$ cat config.mk
export PLATFORM = sky130hd
export DESIGN_NAME = stack_sort_master_flat
export DESIGN_NICKNAME = d
export VERILOG_FILES = /design/src/rtl/stack_sort_pkg.sv /design/src/rtl/stack_sort_if.sv /design/src/rtl/stack_frame_check.sv /design/src/rtl/stack_sort_master.sv /design/src/flat_wrapper.sv
export SDC_FILE = /design/constraint.sdc
export NUM_CORES = 1
export LEC_CHECK = 0
export CAP_MARGIN = 20
export CORE_MARGIN = 2
export CORE_UTILIZATION = 40
export DETAILED_ROUTE_END_ITERATION = 12
export PLACE_DENSITY = 0.66
export SLEW_MARGIN = 20
export SYNTH_ARGS = -nofsm -noshare
export SYNTH_HDL_FRONTEND = slang
export SYNTH_SLANG_ARGS = --single-unit
$ cat constraint.sdc
create_clock -name clk -period 4.1 [get_ports clk]
set_input_delay 1.025 -clock clk [delete_from_list [all_inputs] [get_ports clk]]
set_output_delay 1.025 -clock clk [all_outputs]
set_load 0.005 [all_outputs]
$ cat src/rtl/stack_sort_pkg.sv
// rtl/stack_sort_pkg.sv - shared types and constants for the 3D-stack ID-sort protocol
//
// Purpose: frame layout, frame type codes, signature and FSM state encoding
//          shared by the base-layer master and the per-layer node.
// Contents:
//   SIG            frame signature carried in bits [15:0]
//   frame_type_e   [31:30] frame type codes
//   frame_t        packed view of a 32-bit frame
//   sort_state_e   master FSM states
//   make_frame()   builds a frame with a valid signature

package stack_sort_pkg;

  localparam logic [15:0] SIG = 16'hBEAF;

  typedef enum logic [1:0] {
    TYPE_NONE  = 2'b00,
    TYPE_ACK   = 2'b01,
    TYPE_TOKEN = 2'b10,
    TYPE_TERM  = 2'b11
  } frame_type_e;

  typedef struct packed {
    frame_type_e ftype;    // [31:30]
    logic [3:0]  power;    // [29:26]
    logic [4:0]  src_id;   // [25:21] sender chip_id
    logic [4:0]  next_id;  // [20:16]
    logic [15:0] sig;      // [15:0]
  } frame_t;

  typedef enum logic [2:0] {
    ST_IDLE,
    ST_SEND,
    ST_WAIT,
    ST_DONE,
    ST_ERR
  } sort_state_e;

  function automatic logic [31:0] make_frame(input frame_type_e ftype,
                                             input logic [3:0]  power,
                                             input logic [4:0]  src_id,
                                             input logic [4:0]  next_id);
    frame_t f;
    f.ftype   = ftype;
    f.power   = power;
    f.src_id  = src_id;
    f.next_id = next_id;
    f.sig     = SIG;
    return f;
  endfunction

endpackage

$ cat src/rtl/stack_sort_if.sv
// rtl/stack_sort_if.sv - vertical TSV link between stacked dies
//
// Purpose: bundles the upward frame channel (valid/ready) and the downward
//          frame channel (valid only, no backpressure).
// Signals:
//   tx_data  [31:0]  frame to the upper layer
//   tx_valid         tx_data valid, held until tx_ready
//   tx_ready         link accepts the frame this cycle
//   rx_data  [31:0]  frame from the upper layers
//   rx_valid         rx_data valid for one cycle
// Modports: master (base die), slave (link / upper layers)

interface stack_sort_if;

  logic [31:0] tx_data;
  logic        tx_valid;
  logic        tx_ready;
  logic [31:0] rx_data;
  logic        rx_valid;

  modport master (
    output tx_data,
    output tx_valid,
    input  tx_ready,
    input  rx_data,
    input  rx_valid
  );

  modport slave (
    input  tx_data,
    input  tx_valid,
    output tx_ready,
    output rx_data,
    output rx_valid
  );

endinterface

$ cat src/rtl/stack_frame_check.sv
// rtl/stack_frame_check.sv - combinational decode of a received frame
//
// Purpose: splits rx_data into its fields and checks signature and sender id.
// Ports:
//   rx_data [31:0]  in   received frame
//   exp_id  [5:0]   in   chip_id expected next (6 bits so MAX_LAYERS+1 fits)
//   sig_ok          out  signature equals SIG
//   ftype   [1:0]   out  frame type
//   power   [3:0]   out  power step field
//   id      [4:0]   out  sender chip_id
//   id_ok           out  sender chip_id equals exp_id

module stack_frame_check
  import stack_sort_pkg::*;
(
  input  logic [31:0] rx_data,
  input  logic [5:0]  exp_id,
  output logic        sig_ok,
  output frame_type_e ftype,
  output logic [3:0]  power,
  output logic [4:0]  id,
  output logic        id_ok
);

  frame_t f;
  logic   unused_next_id;

  assign f      = rx_data;
  assign sig_ok = (f.sig == SIG);
  assign ftype  = f.ftype;
  assign power  = f.power;
  assign id     = f.src_id;
  assign id_ok  = ({1'b0, f.src_id} == exp_id);

  // The master identifies layers by sender id only.
  assign unused_next_id = ^f.next_id;

endmodule

$ cat src/rtl/stack_sort_master.sv
// rtl/stack_sort_master.sv - base-layer initiator of the 3D-stack ID-sort protocol
//
// Purpose: on start launches the token up the stack, collects one ack per
//          layer, records each layer's power step, and ends on the terminal
//          ack, a timeout after all retries, or a protocol error.
// Ports:
//   clk, rst_n                 clock, asynchronous active-low reset
//   start                      1-cycle pulse, begins (or restarts) a sort
//   link (stack_sort_if.master) TSV frame link
//   busy / done / error        registered, mutually exclusive status
//   layer_count                layers acknowledged so far
//   rd_idx / rd_power          table read port, 1-cycle latency
//   bad_frames                 frames dropped for bad signature, saturating

module stack_sort_master
  import stack_sort_pkg::*;
#(
  parameter int          MAX_LAYERS = 8,
  parameter int          TIMEOUT    = 1024,
  parameter int          MAX_RETRY  = 2,
  parameter logic [3:0]  POWER_INIT = 4'b0001,
  localparam int         CNT_W      = $clog2(MAX_LAYERS + 1),
  localparam int         IDX_W      = (MAX_LAYERS > 1) ? $clog2(MAX_LAYERS) : 1
)(
  input  logic              clk,
  input  logic              rst_n,
  input  logic              start,
  stack_sort_if.master      link,
  output logic              busy,
  output logic              done,
  output logic              error,
  output logic [CNT_W-1:0]  layer_count,
  input  logic [IDX_W-1:0]  rd_idx,
  output logic [3:0]        rd_power,
  output logic [7:0]        bad_frames
);

  localparam int TIMER_W = $clog2(TIMEOUT + 1);
  localparam int RETRY_W = (MAX_RETRY > 0) ? $clog2(MAX_RETRY + 1) : 1;

  localparam logic [31:0] TOKEN = make_frame(TYPE_TOKEN, POWER_INIT, 5'd0, 5'd1);

  sort_state_e        state, state_nx;
  logic [TIMER_W-1:0] timer;
  logic [RETRY_W-1:0] retry;
  logic [3:0]         tbl [MAX_LAYERS];
  logic [31:0]        tx_data_q;
  logic               tx_valid_q;

  // FSM action strobes
  logic do_clear;   // start actions: wipe table, count, retry, timer
  logic do_retry;   // timeout with retries left: wipe table and count, relaunch
  logic do_store;   // accepted ack/term: write table, bump count
  logic bad_inc;
  logic timer_clr;
  logic timer_inc;

  // Decoded receive frame
  logic        sig_ok, id_ok, full;
  frame_type_e ftype;
  logic [3:0]  power;
  logic [4:0]  id;
  logic [5:0]  exp_id;

  assign exp_id = 6'(layer_count) + 6'd1;
  assign full   = (layer_count == CNT_W'(MAX_LAYERS));

  stack_frame_check u_check (
    .rx_data (link.rx_data),
    .exp_id  (exp_id),
    .sig_ok  (sig_ok),
    .ftype   (ftype),
    .power   (power),
    .id      (id),
    .id_ok   (id_ok)
  );

  assign link.tx_data  = tx_data_q;
  assign link.tx_valid = tx_valid_q;

  always_ff @(posedge clk or negedge rst_n) begin
    if (!rst_n) state <= ST_IDLE;
    else        state <= state_nx;
  end

  always_comb begin
    state_nx  = state;
    do_clear  = 1'b0;
    do_retry  = 1'b0;
    do_store  = 1'b0;
    bad_inc   = 1'b0;
    timer_clr = 1'b0;
    timer_inc = 1'b0;
    case (state)
      ST_IDLE, ST_DONE, ST_ERR: begin
        if (start) begin
          do_clear = 1'b1;
          state_nx = ST_SEND;
        end
      end
      ST_SEND: begin
        // tx_valid is always high in SEND, so ready alone completes the handshake.
        if (link.tx_ready) begin
          timer_clr = 1'b1;
          state_nx  = ST_WAIT;
        end
      end
      ST_WAIT: begin
        // A frame in the timeout cycle takes priority over the timeout.
        if (link.rx_valid) begin
          if (!sig_ok) begin
            bad_inc   = 1'b1;
            timer_inc = 1'b1;
          end else if ((ftype == TYPE_ACK || ftype == TYPE_TERM) &&
                       id_ok && power != 4'd0 && !full) begin
            do_store  = 1'b1;
            timer_clr = 1'b1;
            if (ftype == TYPE_TERM) state_nx = ST_DONE;
          end else begin
            state_nx = ST_ERR;
          end
        end else if (timer >= TIMER_W'(TIMEOUT - 1)) begin
          // >= covers a bad frame that pushed the timer past the limit.
          if (retry < RETRY_W'(MAX_RETRY)) begin
            do_retry = 1'b1;
            state_nx = ST_SEND;
          end else begin
            state_nx = ST_ERR;
          end
        end else begin
          timer_inc = 1'b1;
        end
      end
      default: state_nx = ST_IDLE;
    endcase
  end

  always_ff @(posedge clk or negedge rst_n) begin
    if (!rst_n) begin
      busy        <= 1'b0;
      done        <= 1'b0;
      error       <= 1'b0;
      tx_valid_q  <= 1'b0;
      tx_data_q   <= '0;
      timer       <= '0;
      retry       <= '0;
      layer_count <= '0;
      bad_frames  <= '0;
    end else begin
      busy       <= (state_nx == ST_SEND) || (state_nx == ST_WAIT);
      done       <= (state_nx == ST_DONE);
      error      <= (state_nx == ST_ERR);
      tx_valid_q <= (state_nx == ST_SEND);
      tx_data_q  <= (state_nx == ST_SEND) ? TOKEN : '0;

      if (do_clear || do_retry || timer_clr) timer <= '0;
      else if (timer_inc)                    timer <= timer + 1'b1;

      if (do_clear)      retry <= '0;
      else if (do_retry) retry <= retry + 1'b1;

      if (do_clear || do_retry) layer_count <= '0;
      else if (do_store)        layer_count <= layer_count + 1'b1;

      if (bad_inc && bad_frames != 8'hFF) bad_frames <= bad_frames + 8'd1;
    end
  end

  // Ack for chip id N lands in entry N-1, which is the current layer_count.
  always_ff @(posedge clk or negedge rst_n) begin
    if (!rst_n) begin
      for (int i = 0; i < MAX_LAYERS; i++) tbl[i] <= 4'd0;
    end else begin
      for (int i = 0; i < MAX_LAYERS; i++) begin
        if (do_clear || do_retry)
          tbl[i] <= 4'd0;
        else if (do_store && int'(layer_count) == i)
          tbl[i] <= power;
      end
    end
  end

  // Indices beyond the table read as 0.
  logic [3:0] rd_val;
  always_comb begin
    rd_val = 4'd0;
    for (int i = 0; i < MAX_LAYERS; i++)
      if (int'(rd_idx) == i) rd_val = tbl[i];
  end

  always_ff @(posedge clk or negedge rst_n) begin
    if (!rst_n) rd_power <= 4'd0;
    else        rd_power <= rd_val;
  end

endmodule

$ cat src/flat_wrapper.sv
// flat-port wrapper written by rule: the top's interface ports become plain ports
module stack_sort_master_flat import stack_sort_pkg::*;
#(
  parameter int          MAX_LAYERS = 8,
  parameter int          TIMEOUT    = 1024,
  parameter int          MAX_RETRY  = 2,
  parameter logic [3:0]  POWER_INIT = 4'b0001,
  localparam int         CNT_W      = $clog2(MAX_LAYERS + 1),
  localparam int         IDX_W      = (MAX_LAYERS > 1) ? $clog2(MAX_LAYERS) : 1
)
  (clk, rst_n, start, busy, done, error, layer_count, rd_idx, rd_power, bad_frames, link_tx_data, link_tx_valid, link_tx_ready, link_rx_data, link_rx_valid);
  stack_sort_if link_i ();
  input  logic clk;
  input  logic rst_n;
  input  logic start;
  output logic busy;
  output logic done;
  output logic error;
  output logic [CNT_W-1:0] layer_count;
  input  logic [IDX_W-1:0] rd_idx;
  output logic [3:0] rd_power;
  output logic [7:0] bad_frames;
  output wire logic [$bits(link_i.tx_data)-1:0] link_tx_data;
  output wire logic [$bits(link_i.tx_valid)-1:0] link_tx_valid;
  input wire logic [$bits(link_i.tx_ready)-1:0] link_tx_ready;
  input wire logic [$bits(link_i.rx_data)-1:0] link_rx_data;
  input wire logic [$bits(link_i.rx_valid)-1:0] link_rx_valid;
  assign link_tx_data = link_i.tx_data;
  assign link_tx_valid = link_i.tx_valid;
  assign link_i.tx_ready = link_tx_ready;
  assign link_i.rx_data = link_rx_data;
  assign link_i.rx_valid = link_rx_valid;
  stack_sort_master #(.MAX_LAYERS(MAX_LAYERS), .TIMEOUT(TIMEOUT), .MAX_RETRY(MAX_RETRY), .POWER_INIT(POWER_INIT)) u_core (.clk(clk), .rst_n(rst_n), .start(start), .link(link_i), .busy(busy), .done(done), .error(error), .layer_count(layer_count), .rd_idx(rd_idx), .rd_power(rd_power), .bad_frames(bad_frames));
endmodule
==> qor.txt, run 1 <==
flop and latch count out of synthesis: 68
layout cells sized above 1: 0.176
sequential element share of the synthesized area: 0.426
Ys Warns: 0
antenna violations before repair: 0
vias per cell: 4.99
Pre-antenna DRT Iters: 4
Crit-path slowest cell: clkdlybuf4s50_1
largest net degree at the start of global routing: 69
routed wire length: 8020 µm
worst-case clock buffer depth: 2
diode count: 0
Max-slew headroom: 0.433
RSZ-0062 raised after global routing: no
Crit. End Element: flop
area grow syn2layout: 21.0%
fin area: 4830 µm²
post-CTS resize count: 0
CP Cell Sequence: clkdlybuf4s50_1 > nor4_1 > a311o_1 > a311oi_2 > nand3_1 > nand3b_1 > nor2_1
Num Clock Sinks: 68
Die Area: 10800 µm²
Starting Density: 0.410
Max Clk Rate: 309 MHz
vias after detailed routing: 2792
Worst Path Buf+Inv: 1
Worst Path Class, Setup: input pin to flop
area post-placement: 4630 µm²
Netlist Area Pre-Place: 3990 µm²
Mean Syn Cell Area: 10.8 µm²
Final TNS setup: 0 ns
r2r startpoint: u_core.layer_count[0]
chip width: 104 µm
synthesized instance count: 370
Core Rows: 36
worst hold path type: flop to flop
CTS tree: built
Main synth FF type: dfrtp_1
WHS: 0.501 ns
mux share of post-synthesis cell area: 0.145
Max Cap Viol: 0
Final Power: 1.94 mW
final hold violations: 0
Detail Placement HPWL: 5880 µm
leak pwr: 2.02 nW
crit path launch type: input pin
grt ovf: 0
CTS Buf Count: 9
Worst-Margin Slew: 0.850 ns
RD Place Congestion: 0.875
global-route wire length before repair: 13600 µm
final setup vio count: 0
Post-DRT Antenna Nets: 0
VDD IR max: 0.181 mV
Period minus WS final: 3.23 ns
1st-iter DRT viols: 133
largest family of logic cells by synthesized area: simple AND/OR/NAND/NOR gates
All-Layer GR Usage: 0.159
slowest cell delay on critical path: 0.68 ns
Compound-Gate Fraction of Synth Area: 0.0448
adder-cell share of the synthesized area: 0.0188
Worst Setup SP: link_rx_data[27]
Clock Latency Late Sink: 0.34 ns
Required @ worst endpoint: 4.32 ns
Netlist cell types: 54
fraction of registers with async set or reset after synthesis: 1.00
pwr dens: 401 nW/µm²
Worst EP arrival: 3.45 ns
post-synthesis xor/xnor area fraction: 0.0608
Post-CTS Setup Inserts: 0
CTS clk-pin slew, worst paths: 0.07 ns
Buffers on Ports: 69
period utilization: 0.788
final core occ: 0.496
Synth Area in Simple Gates: 0.218
Final nets: 468
Die Ht: 104 µm
DRC violations left: 0
status: finished, final reports clean
CTS root buffer: clkbuf_8
Post-CTS Hold Fix Bufs: 0
# IOs: 92
commonest non-fill, non-tap cells in the layout: clkdlybuf4s50_1, dfrtp_1, nor2_1
DR WL/cell: 14.3 µm
H-tree levels: 3
clk_skew: 0.0108 ns
Slew Limit Fails: 0
delay-heaviest family, CP: simple AND/OR/NAND/NOR gates
number of synthesized flops with an enable pin: 0
vias in the first global route: 2735
Core Area: 9730 µm²
crit path max fanout: 11
min-delay src: u_core.bad_frames[7]
-- registers in the layout (all words and copies together) (netlist names) --
register,cells
u_core.state,3
u_core.busy,1
u_core.rd_power,4
u_core.bad_frames,8
u_core.timer,11
u_core.link.tx_data,1
u_core.done,1
u_core.error,1
u_core.layer_count,4
u_core.retry,2
u_core.tbl,32
-- synthesized netlist by cell type (2+ instances only) --
cell	count	area, µm²
mux4_2	8	180
nor4_1	6	37.5
mux2_2	5	56.3
and2_1	4	25.0
nor3_4	6	97.6
dfrtp_1	68	1700
a21oi_1	6	30.0
nand3b_1	2	15.0
ha_1	6	75.1
nand4b_1	2	17.5
nand2_1	13	48.8
clkbuf_1	6	22.5
nand3_1	10	50.1
nor2_1	35	131
xor2_1	10	87.6
buf_4	32	240
o21ai_0	2	10.0
xnor2_1	14	123
mux2i_1	33	330
and3_1	3	18.8
buf_2	10	50.1
nor2_2	24	150
nor2b_1	7	43.8
inv_1	6	22.5
and4_1	2	17.5
o21ai_1	2	10.0
nand4_1	17	106
nor3b_1	2	15.0
nand2b_1	4	25.0
-- power by group --
group	internal (mW)	leakage, nW	total [mW]	switching (mW)
Sequential	0.724	0.933	0.797	0.0731
Combinational	0.292	0.992	0.581	0.289
Clock	0.298	0.0918	0.558	0.259
-- kinds of logic (layout without fill, tap and decap cells) --
kind of cell             count (synthesis)  in the layout
flip-flops                              68             68
XOR/XNOR                                26             26
multiplexers                            47             47
other                                    1             17
AO/OA/AOI/OAI                           23             23
buffers and inverters                   55             96
AND/OR/NAND/NOR                        144            144
adder cells (fa/ha/maj)                  6              6
-- worst reg2reg max path: cells and delay by family, from the launching register on --
family                   cells  cell delay [ns]
XOR/XNOR                     1             0.15
AO/OA/AOI/OAI                2             0.73
flip-flops                   1             0.47
adder cells (fa/ha/maj)      1             0.35
buffers and inverters        1             0.13
AND/OR/NAND/NOR              3             0.81
-- worst paths after layout --
kind | slack [ns] | cells past startpoint | endpoint
max | 0.87 | 7 | u_core.timer[2]
min | 0.50 | 1 | u_core.bad_frames[7]
max reg2reg | 1.33 | 8 | u_core.timer[2]
min reg2reg | 0.50 | 1 | u_core.bad_frames[7]
max in group asynchronous | 2.67 | 2 | u_core.state[2]
min in group asynchronous | 0.84 | 2 | u_core.timer[9]
-- final cells by class --
type	instances	area (µm²)
clock buffers	11	141
clock inverters	5	61.3
fillers	882	4900
inverters	7	26.3
multi-input cells	263	2020
flip-flops and latches	68	1700
well taps	133	166
repair buffers	73	716
-- layer usage --
layer / global-route usage / vias up / wire length, µm
met1: 0.215 / 1355 / 3780
li1: - / 1347 / -
met3: 0.0445 / 10 / 373
met5: 0 / - / 0
met2: 0.245 / 80 / 3720
met4: 0.0569 / 0 / 145
-- metrics by stage --
step / cells / setup WS, ns
after floorplan: 386 / 1.27
after global placement: 544 / 0.544
after detailed placement: 544 / 0.525
after CTS: 560 / 0.872
after global routing: 560 / 0.707
final: 560 / 0.868
(Power assumes the default switching activity.)
==> run 2: changes to the inputs <==
- clock period: 4.1 -> 3.11 ns (I/O delays scaled with it)
==> qor.txt, run 2 (synthesized netlist as in run 1, its figures left out) <==
status: finished, final reports clean
Core Rows: 36
period utilization: 0.921
CP Capture Point: u_core.tbl[19]
Post-CTS Setup Inserts: 0
commonest non-fill, non-tap cells in the layout: clkdlybuf4s50_1, dfrtp_1, nor2_1
slowest cell delay on critical path: 0.52 ns
r2r setup slk: 0.36 ns
largest net degree at the start of global routing: 39
Max Cap Viol: 0
Required @ worst endpoint: 3.35 ns
Pre-antenna DRT Iters: 4
Core Area: 9730 µm²
Max-slew headroom: 0.527
final core occ: 0.521
Post-DRT Antenna Nets: 0
post-CTS resize count: 0
WHS: 0.465 ns
DRC violations left: 0
CTS Buf Count: 9
vias after detailed routing: 2836
Die Ht: 104 µm
Buffers on Ports: 69
worst r2r path cells: 9
# IOs: 92
Post-CTS Hold Fix Bufs: 0
Worst-Margin Slew: 0.709 ns
VDD IR max: 0.295 mV
Largest Register: u_core.tbl
worst setup margin: 0.246 ns
Period minus WS final: 2.86 ns
max FFs per register: 32
RSZ-0062 raised after global routing: no
area post-placement: 4860 µm²
fin area: 5070 µm²
Final nets: 493
Clock Latency Late Sink: 0.36 ns
chip width: 104 µm
clk_skew: 0.00921 ns
routed wire length: 8310 µm
final setup vio count: 0
Detail Placement HPWL: 6260 µm
area grow syn2layout: 27.1%
Starting Density: 0.410
H-tree levels: 3
biggest regs: u_core.tbl: 32 flops, u_core.timer: 11 flops, u_core.bad_frames: 8 flops
CTS clk-pin slew, worst paths: 0.07 ns
diode count: 0
Crit-path slowest cell: a311o_4
Die Area: 10800 µm²
DR WL/cell: 14.3 µm
vias per cell: 4.86
worst hold path type: input pin to async pin
crit path launch type: input pin
FF-to-FF End: u_core.tbl[19]
1st-iter DRT viols: 114
All-Layer GR Usage: 0.165
worst-case clock buffer depth: 2
CTS tree: built
Worst EP arrival: 3.11 ns
final hold violations: 0
Max Clk Rate: 349 MHz
layout cells sized above 1: 0.220
r2r startpoint: u_core.layer_count[0]
Crit. End Element: flop
leak pwr: 2.18 nW
vias in the first global route: 2875
RD Place Congestion: 0.847
CTS root buffer: clkbuf_8
antenna violations before repair: 0
Num Clock Sinks: 68
grt ovf: 0
crit path max fanout: 7
Worst Setup SP: link_rx_data[23]
global-route wire length before repair: 14000 µm
pwr dens: 519 nW/µm²
CP Cell Sequence: clkdlybuf4s50_1 > nor2b_1 > or4_4 > a311o_4 > nor3_4 > buf_4 > mux2i_1 > nor2_2
Slew Limit Fails: 0
Placement Setup Slack: -0.110 ns
Worst Path Class, Setup: input pin to flop
Final TNS setup: 0 ns
## run 2: final cells by class
type / instances / area [µm²]
Multi-Input combinational cell: 263 / 2020
Inverter: 7 / 26.3
Fill cell: 902 / 4660
Sequential cell: 68 / 1700
Clock inverter: 1 / 30.0
Clock buffer: 13 / 179
Timing Repair Buffer: 98 / 953
Tap cell: 133 / 166
## run 2: layer usage
| metal | GRT usage | routed length (µm) |
|---|---|---|
| met4 | 0.0869 | 191 |
| met5 | 0 | 0 |
| met3 | 0.0294 | 323 |
| met2 | 0.263 | 3860 |
| met1 | 0.216 | 3940 |
## run 2: per-stage QoR
step / std cells / power (mW)
2_1_floorplan: 386 / 1.57
3_3_place_gp: 569 / 1.88
3_5_place_dp: 569 / 1.89
4_1_cts: 583 / 2.66
5_1_grt: 583 / 2.78
6_report: 583 / 2.63
## run 2: critical path: cells and delay by family
family / cells / cell delay [ns]
buf+inv: 2 / 0.63
simple gates: 4 / 0.97
mux: 1 / 0.21
compound gates: 1 / 0.52
## run 2: worst min-delay path by stage
stage	startpoint	to	cells past startpoint	slack (ns)
4_1_cts	rst_n	u_core.timer[7]	1	0.49
3_3_place_gp	u_core.bad_frames[6]	u_core.bad_frames[6]	1	0.49
3_5_place_dp	u_core.bad_frames[7]	u_core.bad_frames[7]	1	0.49
6_report	rst_n	u_core.timer[9]	1	0.47
2_1_floorplan	rst_n	u_core.bad_frames[0]	0	0.48
5_1_grt	rst_n	u_core.timer[9]	1	0.53
## run 2: power by group
group	switching [mW]	internal [mW]	total (mW)
sequential	0.0931	0.955	1.05
clock	0.321	0.449	0.770
combinational	0.388	0.425	0.813
==> run 3: changes to the inputs <==
- ABC_CLOCK_PERIOD_IN_PS: default -> 3110
==> results of run 3 <==
Same layout as run 2: the final DEF is identical, and so are final timing and power.
